===== config.mk =====
export PLATFORM = sky130hd
export DESIGN_NAME = hd_p2s_link_ctrl
export DESIGN_NICKNAME = d
export VERILOG_FILES = /design/src/rtl/hd_p2s_link_ctrl_pkg.sv /design/src/rtl/hd_p2s_link_ctrl_phase_cnt.sv /design/src/rtl/hd_p2s_link_ctrl.sv
export SDC_FILE = /design/constraint.sdc
export NUM_CORES = 1
export LEC_CHECK = 0
export CAP_MARGIN = 20
export CELL_PAD_IN_SITES_DETAIL_PLACEMENT = 1
export CELL_PAD_IN_SITES_GLOBAL_PLACEMENT = 2
export CORE_MARGIN = 10
export CORE_UTILIZATION = 31
export DETAILED_ROUTE_END_ITERATION = 7
export GPL_ROUTABILITY_DRIVEN = 0
export PLACE_DENSITY_LB_ADDON = 0.1
export REMOVE_ABC_BUFFERS = 1
export SYNTH_ARGS = -nofsm -noshare
export SYNTH_HDL_FRONTEND = slang
export SYNTH_HIERARCHICAL = 1
export SYNTH_SLANG_ARGS = --single-unit

===== constraint.sdc =====
create_clock -name sys_clk -period 4.2 [get_ports sys_clk]
set_input_delay 0.84 -clock sys_clk [delete_from_list [all_inputs] [get_ports sys_clk]]
set_output_delay 0.84 -clock sys_clk [all_outputs]
set_load 0.01 [all_outputs]

===== src/rtl/hd_p2s_link_ctrl_pkg.sv =====
// Shared definitions for the half-duplex lane sequencer: FSM state
// encoding, command mode codes and a small sizing helper.
package hd_p2s_link_ctrl_pkg;

    typedef enum logic [2:0] {
        ST_IDLE     = 3'd0,
        ST_LOAD     = 3'd1,
        ST_TX_SHIFT = 3'd2,
        ST_TURN     = 3'd3,
        ST_RX_SHIFT = 3'd4,
        ST_CAPTURE  = 3'd5,
        ST_RESP     = 3'd6
    } state_t;

    localparam logic [1:0] CMD_NOP  = 2'b00;
    localparam logic [1:0] CMD_TX   = 2'b01;
    localparam logic [1:0] CMD_RX   = 2'b10;
    localparam logic [1:0] CMD_TXRX = 2'b11;

    function automatic int max_int(input int a, input int b);
        return (a > b) ? a : b;
    endfunction

endpackage


===== src/rtl/hd_p2s_link_ctrl_phase_cnt.sv =====
// Loadable down-counter that times the TX, turnaround and RX phases.
// It is loaded with (phase length - 1) on phase entry and the phase ends
// on the cycle the zero flag is high; it holds at zero rather than wrapping.
module hd_p2s_link_ctrl_phase_cnt #(
    parameter int WIDTH = 3
) (
    input  logic             sys_clk,
    input  logic             rst,
    input  logic             load,
    input  logic [WIDTH-1:0] load_val,
    output logic             zero
);

    logic [WIDTH-1:0] count;

    // Load on phase entry, otherwise count down and park at zero
    always_ff @(posedge sys_clk or posedge rst) begin
        if (rst) begin
            count <= '0;
        end else if (load) begin
            count <= load_val;
        end else if (count != '0) begin
            count <= count - 1'b1;
        end
    end

    assign zero = (count == '0);

endmodule


===== src/rtl/hd_p2s_link_ctrl.sv =====
// Sequencer for one half-duplex parallel<->serial lane on a shared 1-bit
// bus. Takes TX / RX / TX-then-RX / no-op commands, drives the lane's load
// and bus-direction controls with a turnaround gap, and returns the
// received word on a valid/ready response port. All control outputs are
// registered from the next state so they line up with the state they
// belong to and never glitch.
module hd_p2s_link_ctrl
    import hd_p2s_link_ctrl_pkg::*;
#(
    parameter int MSG_WIDTH   = 4,
    parameter int TURN_CYCLES = 1
) (
    input  logic                 sys_clk,
    input  logic                 rst,
    input  logic                 cmd_valid,
    output logic                 cmd_ready,
    input  logic [1:0]           cmd_mode,
    input  logic [MSG_WIDTH-1:0] cmd_data,
    output logic                 p2s_load,
    output logic                 p2s_parallel_en,
    output logic [MSG_WIDTH-1:0] p2s_parallel_in,
    input  logic [MSG_WIDTH-1:0] p2s_parallel_out,
    output logic                 rsp_valid,
    input  logic                 rsp_ready,
    output logic [MSG_WIDTH-1:0] rsp_data,
    output logic                 busy
);

    localparam int CNT_W = $clog2(max_int(MSG_WIDTH, TURN_CYCLES) + 1);
    localparam logic [CNT_W-1:0] MSG_LAST  = CNT_W'(MSG_WIDTH - 1);
    localparam logic [CNT_W-1:0] TURN_LAST = CNT_W'((TURN_CYCLES > 0) ? TURN_CYCLES - 1 : 0);

    state_t            state;
    state_t            next_state;
    logic [1:0]        mode_q;
    logic              accept;
    logic              cnt_load;
    logic [CNT_W-1:0]  cnt_load_val;
    logic              cnt_zero;
    logic              ready_nxt;
    logic              load_nxt;
    logic              en_nxt;
    logic              valid_nxt;
    logic              busy_nxt;

    assign accept = cmd_valid & cmd_ready;

    hd_p2s_link_ctrl_phase_cnt #(
        .WIDTH (CNT_W)
    ) u_phase_cnt (
        .sys_clk  (sys_clk),
        .rst      (rst),
        .load     (cnt_load),
        .load_val (cnt_load_val),
        .zero     (cnt_zero)
    );

    // State register; reset drops straight back to IDLE mid-transfer
    always_ff @(posedge sys_clk or posedge rst) begin
        if (rst) begin
            state <= ST_IDLE;
        end else begin
            state <= next_state;
        end
    end

    // Phase sequencing: each shift/turn phase ends when the counter hits zero
    always_comb begin
        next_state = state;
        case (state)
            ST_IDLE: begin
                if (accept) begin
                    case (cmd_mode)
                        CMD_TX, CMD_TXRX: next_state = ST_LOAD;
                        CMD_RX:           next_state = ST_RX_SHIFT;
                        default:          next_state = ST_RESP;
                    endcase
                end
            end
            ST_LOAD: next_state = ST_TX_SHIFT;
            ST_TX_SHIFT: begin
                if (cnt_zero) begin
                    if (mode_q == CMD_TXRX) begin
                        next_state = (TURN_CYCLES > 0) ? ST_TURN : ST_RX_SHIFT;
                    end else begin
                        next_state = ST_RESP;
                    end
                end
            end
            ST_TURN: begin
                if (cnt_zero) begin
                    next_state = ST_RX_SHIFT;
                end
            end
            ST_RX_SHIFT: begin
                if (cnt_zero) begin
                    next_state = ST_CAPTURE;
                end
            end
            ST_CAPTURE: next_state = ST_RESP;
            ST_RESP: begin
                if (rsp_ready) begin
                    next_state = ST_IDLE;
                end
            end
            default: next_state = ST_IDLE;
        endcase
    end

    // Next-cycle control values and phase counter reload, decoded from next_state
    always_comb begin
        ready_nxt    = (next_state == ST_IDLE);
        load_nxt     = (next_state == ST_LOAD);
        en_nxt       = (next_state == ST_TX_SHIFT);
        valid_nxt    = (next_state == ST_RESP);
        busy_nxt     = (next_state != ST_IDLE);
        cnt_load     = 1'b0;
        cnt_load_val = MSG_LAST;
        if (next_state != state) begin
            case (next_state)
                ST_TX_SHIFT, ST_RX_SHIFT: cnt_load = 1'b1;
                ST_TURN: begin
                    cnt_load     = 1'b1;
                    cnt_load_val = TURN_LAST;
                end
                default: cnt_load = 1'b0;
            endcase
        end
    end

    // Registered control outputs so the bus direction never glitches
    always_ff @(posedge sys_clk or posedge rst) begin
        if (rst) begin
            cmd_ready       <= 1'b1;
            p2s_load        <= 1'b0;
            p2s_parallel_en <= 1'b0;
            rsp_valid       <= 1'b0;
            busy            <= 1'b0;
        end else begin
            cmd_ready       <= ready_nxt;
            p2s_load        <= load_nxt;
            p2s_parallel_en <= en_nxt;
            rsp_valid       <= valid_nxt;
            busy            <= busy_nxt;
        end
    end

    // Command latch and response word: cleared on accept, filled in CAPTURE
    always_ff @(posedge sys_clk or posedge rst) begin
        if (rst) begin
            mode_q          <= CMD_NOP;
            p2s_parallel_in <= '0;
            rsp_data        <= '0;
        end else begin
            if (accept) begin
                mode_q   <= cmd_mode;
                rsp_data <= '0;
                if (cmd_mode == CMD_TX || cmd_mode == CMD_TXRX) begin
                    p2s_parallel_in <= cmd_data;
                end
            end
            if (state == ST_CAPTURE) begin
                rsp_data <= p2s_parallel_out;
            end
        end
    end

endmodule


==> qor.yml <==
clock_skew_ns: 0.00752
wl_um: 2440
fin_crit_sh: 0.626
cts_num_sinks: 21
cts.reportedPaths.clkPinSlew_ns: 0.11
required_ns: 4.41
syn_area_um2: 1000
tightest_slew_ns: 0.750
cp_max_fo: 7
synth.ff_latch_count: 21
grt_pass1_vias: 906
period_minus_slack_ns: 2.63
io_buffers: 26
holdBufCountCts: 0
crit_path_cell_trace: "clkdlybuf4s50_1, nand3_1, nor4_2, a211oi_4, nand2_2, o31ai_2, nor2b_1, a221oi_1"
antenna_left: 0
synth-warning-count: 6
leakage_nw: 0.616
post-cts-setup-buffers: 0
crit_type: "primary input to flop"
cts_max_level: 1
cap_violations: 0
synth_cells: 95
critical_path_arrival_ns: 2.84
cts_tree: "built"
grt_max_degree: 19
rows: 20
worst_path_largest_cell_delay_ns: 0.46
wl_per_cell_um: 14.4
drive_gt1_frac: 0.152
seq_area_um2: 527
antenna_found_initial: 0
drtIter0Drc: 13
initial_utilization: 0.326
yosysUniqueCellTypes: 33
insertion_delay_ns: 0.31
fp.dieH_um: 76.9
design_area_um2: 1350
dr.pass1.iters: 4
cts-resized-gates: 0
hp-class: "flop to flop"
hold_start: "rsp_data[1]$_DFFE_PP0P_"
grt_overflow: 0
postPlaceCellArea_um2: 1320
vias_per_cell: 4.78
place_hpwl_um: 1950
antennaDiodeCount: 0
die_x_um: 76.9
avgSynthCellArea_um2: 10.6
outcome: "completed"
final-setup-viol-count: 0
grt_pass1_wl_um: 4090
finalMaxSlewViolations: 0
crit_start: "cmd_valid"
r2r-start: "u_phase_cnt/count[0]$_DFFE_PP0P_"
fin_nets: 142
fillers: 368
yosysSeqAreaShare: 0.524
rsz0062_at_grt: "false"
holdWs_ns: 0.506
critPathCaptureType: "flop"
ir_drop_uv: 287
cts_buffer_depth: 2
coreArea_um2: 3080
multiInputGateArea_um2: 422
max_freq_mhz: 380
drcViolationCount: 0
cp-start-kind: "primary input"
dieArea_um2: 5920
io_pins: 27
hold_viol_final: 0
relSlewSlack: 0.499
powerDensity_nw_per_um2: 623
gr-usage-all-layers: 0.0853
area_growth_pct: 34.0
clockRootBuffer: "clkbuf_4"
vias: 807
cp_slowest_cell: "clkdlybuf4s50_1"
numCtsBuffers: 3
setup-tns-final_ns: 0
-- area by class of cell --
type                       instances  area share
multi-input combinational         59       0.313
inverter                          15      0.0418
clock buffer                       4      0.0195
timing repair buffer              26       0.193
sequential                        21       0.391
tap                               44      0.0409
-- worst max-delay path: cells and delay by family --
kind / cells / cell delay (ns)
and+or+nand+nor: 4 / 0.59
AOI/OAI and AO/OA: 3 / 0.95
buffers and inverters: 1 / 0.46
-- synth_stat cells --
library cell,count,share of area
a211oi_4,1,0.020
a21oi_1,3,0.015
a221oi_1,1,0.0087
a311oi_1,1,0.0087
a31oi_1,1,0.0062
and2b_2,1,0.0087
and3_1,1,0.0062
and3_2,1,0.0075
conb_1,1,0.0037
dfrtp_1,20,0.50
dfstp_2,1,0.026
ha_1,2,0.025
inv_1,14,0.052
inv_2,1,0.0037
mux2_2,5,0.056
nand2_1,8,0.030
nand2_2,2,0.012
nand2b_1,2,0.012
nand3_1,6,0.030
nand4_1,2,0.012
nand4b_1,1,0.0087
nor2_1,1,0.0037
nor2b_1,4,0.025
nor4_2,1,0.012
nor4b_1,2,0.017
o211ai_1,1,0.0075
o21ai_0,5,0.025
o21ai_2,1,0.0087
o22ai_1,1,0.0062
o31ai_2,1,0.012
or2b_1,1,0.0075
or3b_1,1,0.0087
or4b_4,1,0.014
-- per-stage QoR --
stage               total power [mW]  utilization  setup WS [ns]  cells
floorplan                      0.579            -           2.02     95
CTS                            0.854        0.437           1.59    169
global placement               0.743        0.429           1.37    165
global route                   0.912        0.437           1.38    169
finish                         0.838        0.437           1.57    169
detailed placement             0.750        0.429           1.26    165
-- sequential cells by signal, indices dropped and copies added (netlist names), 2 cells and up --
register / count
mode_q: 2
p2s_parallel_in: 4
rsp_data: 4
state: 3
u_phase_cnt/count: 3
-- power breakdown --
group | leakage [nW] | total (mW) | switching (mW) | internal, mW
logic | 0.341 | 0.387 | 0.188 | 0.199
clock network | 0.0150 | 0.101 | 0.0638 | 0.0372
registers | 0.260 | 0.350 | 0.0633 | 0.287
-- placed cells by master (no fill, tap or decap) --
| cell type | Yosys | routed |
|---|---|---|
| ha_1 | 2 | 2 |
| nor4b_1 | 2 | 2 |
| or2b_1 | 1 | 1 |
| nor2_1 | 1 | 1 |
| nand2b_1 | 2 | 2 |
| nand2_2 | 2 | 2 |
| clkbuf_4 | 0 | 3 |
| a211oi_4 | 1 | 1 |
| inv_2 | 1 | 1 |
| nor4_2 | 1 | 1 |
| o22ai_1 | 1 | 1 |
| dfstp_2 | 1 | 1 |
| a31oi_1 | 1 | 1 |
| a21oi_1 | 3 | 3 |
| o21ai_0 | 5 | 5 |
| o211ai_1 | 1 | 1 |
| conb_1 | 1 | 1 |
| nand2_1 | 8 | 8 |
| nand4b_1 | 1 | 1 |
| inv_1 | 14 | 14 |
| or3b_1 | 1 | 1 |
| and3_2 | 1 | 1 |
| or4b_4 | 1 | 1 |
| mux2_2 | 5 | 5 |
| dfrtp_1 | 20 | 20 |
| o31ai_2 | 1 | 1 |
| nand4_1 | 2 | 2 |
| nor2b_1 | 4 | 4 |
| a311oi_1 | 1 | 1 |
| and2b_2 | 1 | 1 |
| o21ai_2 | 1 | 1 |
| and3_1 | 1 | 1 |
| clkdlybuf4s50_1 | 0 | 26 |
| clkbuf_1 | 0 | 1 |
| a221oi_1 | 1 | 1 |
| nand3_1 | 6 | 6 |
-- cell families (layout without fill, tap and decap cells) --
family | Yosys count | in the layout | synth area share
flip-flops | 21 | 21 | 0.524
other | 1 | 1 | 0.00373
AND/OR/NAND/NOR | 35 | 35 | 0.217
adder cells (fa/ha/maj) | 2 | 2 | 0.0249
AO/OA/AOI/OAI | 16 | 16 | 0.118
multiplexers | 5 | 5 | 0.0560
buffers and inverters | 15 | 45 | 0.0560
-- per-layer routing --
layer	wire [um]	GRT usage	vias to the layer above
met4	48	0.0446	0
li1	-	-	387
met5	0	0	-
met2	1130	0.132	19
met1	1070	0.0933	396
met3	195	0.0431	5
-- path summary, 6_finish.rpt --
check | depth (start not counted) | slack, ns | to
setup / recovery | 8 | 1.57 | u_phase_cnt/count[0]$_DFFE_PP0P_
hold / removal | 2 | 0.51 | rsp_data[1]$_DFFE_PP0P_
setup reg to reg | 10 | 1.74 | u_phase_cnt/count[0]$_DFFE_PP0P_
hold reg to reg | 2 | 0.51 | rsp_data[1]$_DFFE_PP0P_
max in group asynchronous | 2 | 2.76 | p2s_parallel_in[1]$_DFFE_PP0P_
min in group asynchronous | 2 | 0.71 | u_phase_cnt/count[2]$_DFFE_PP0P_
Power figures use the tool's default switching activity.
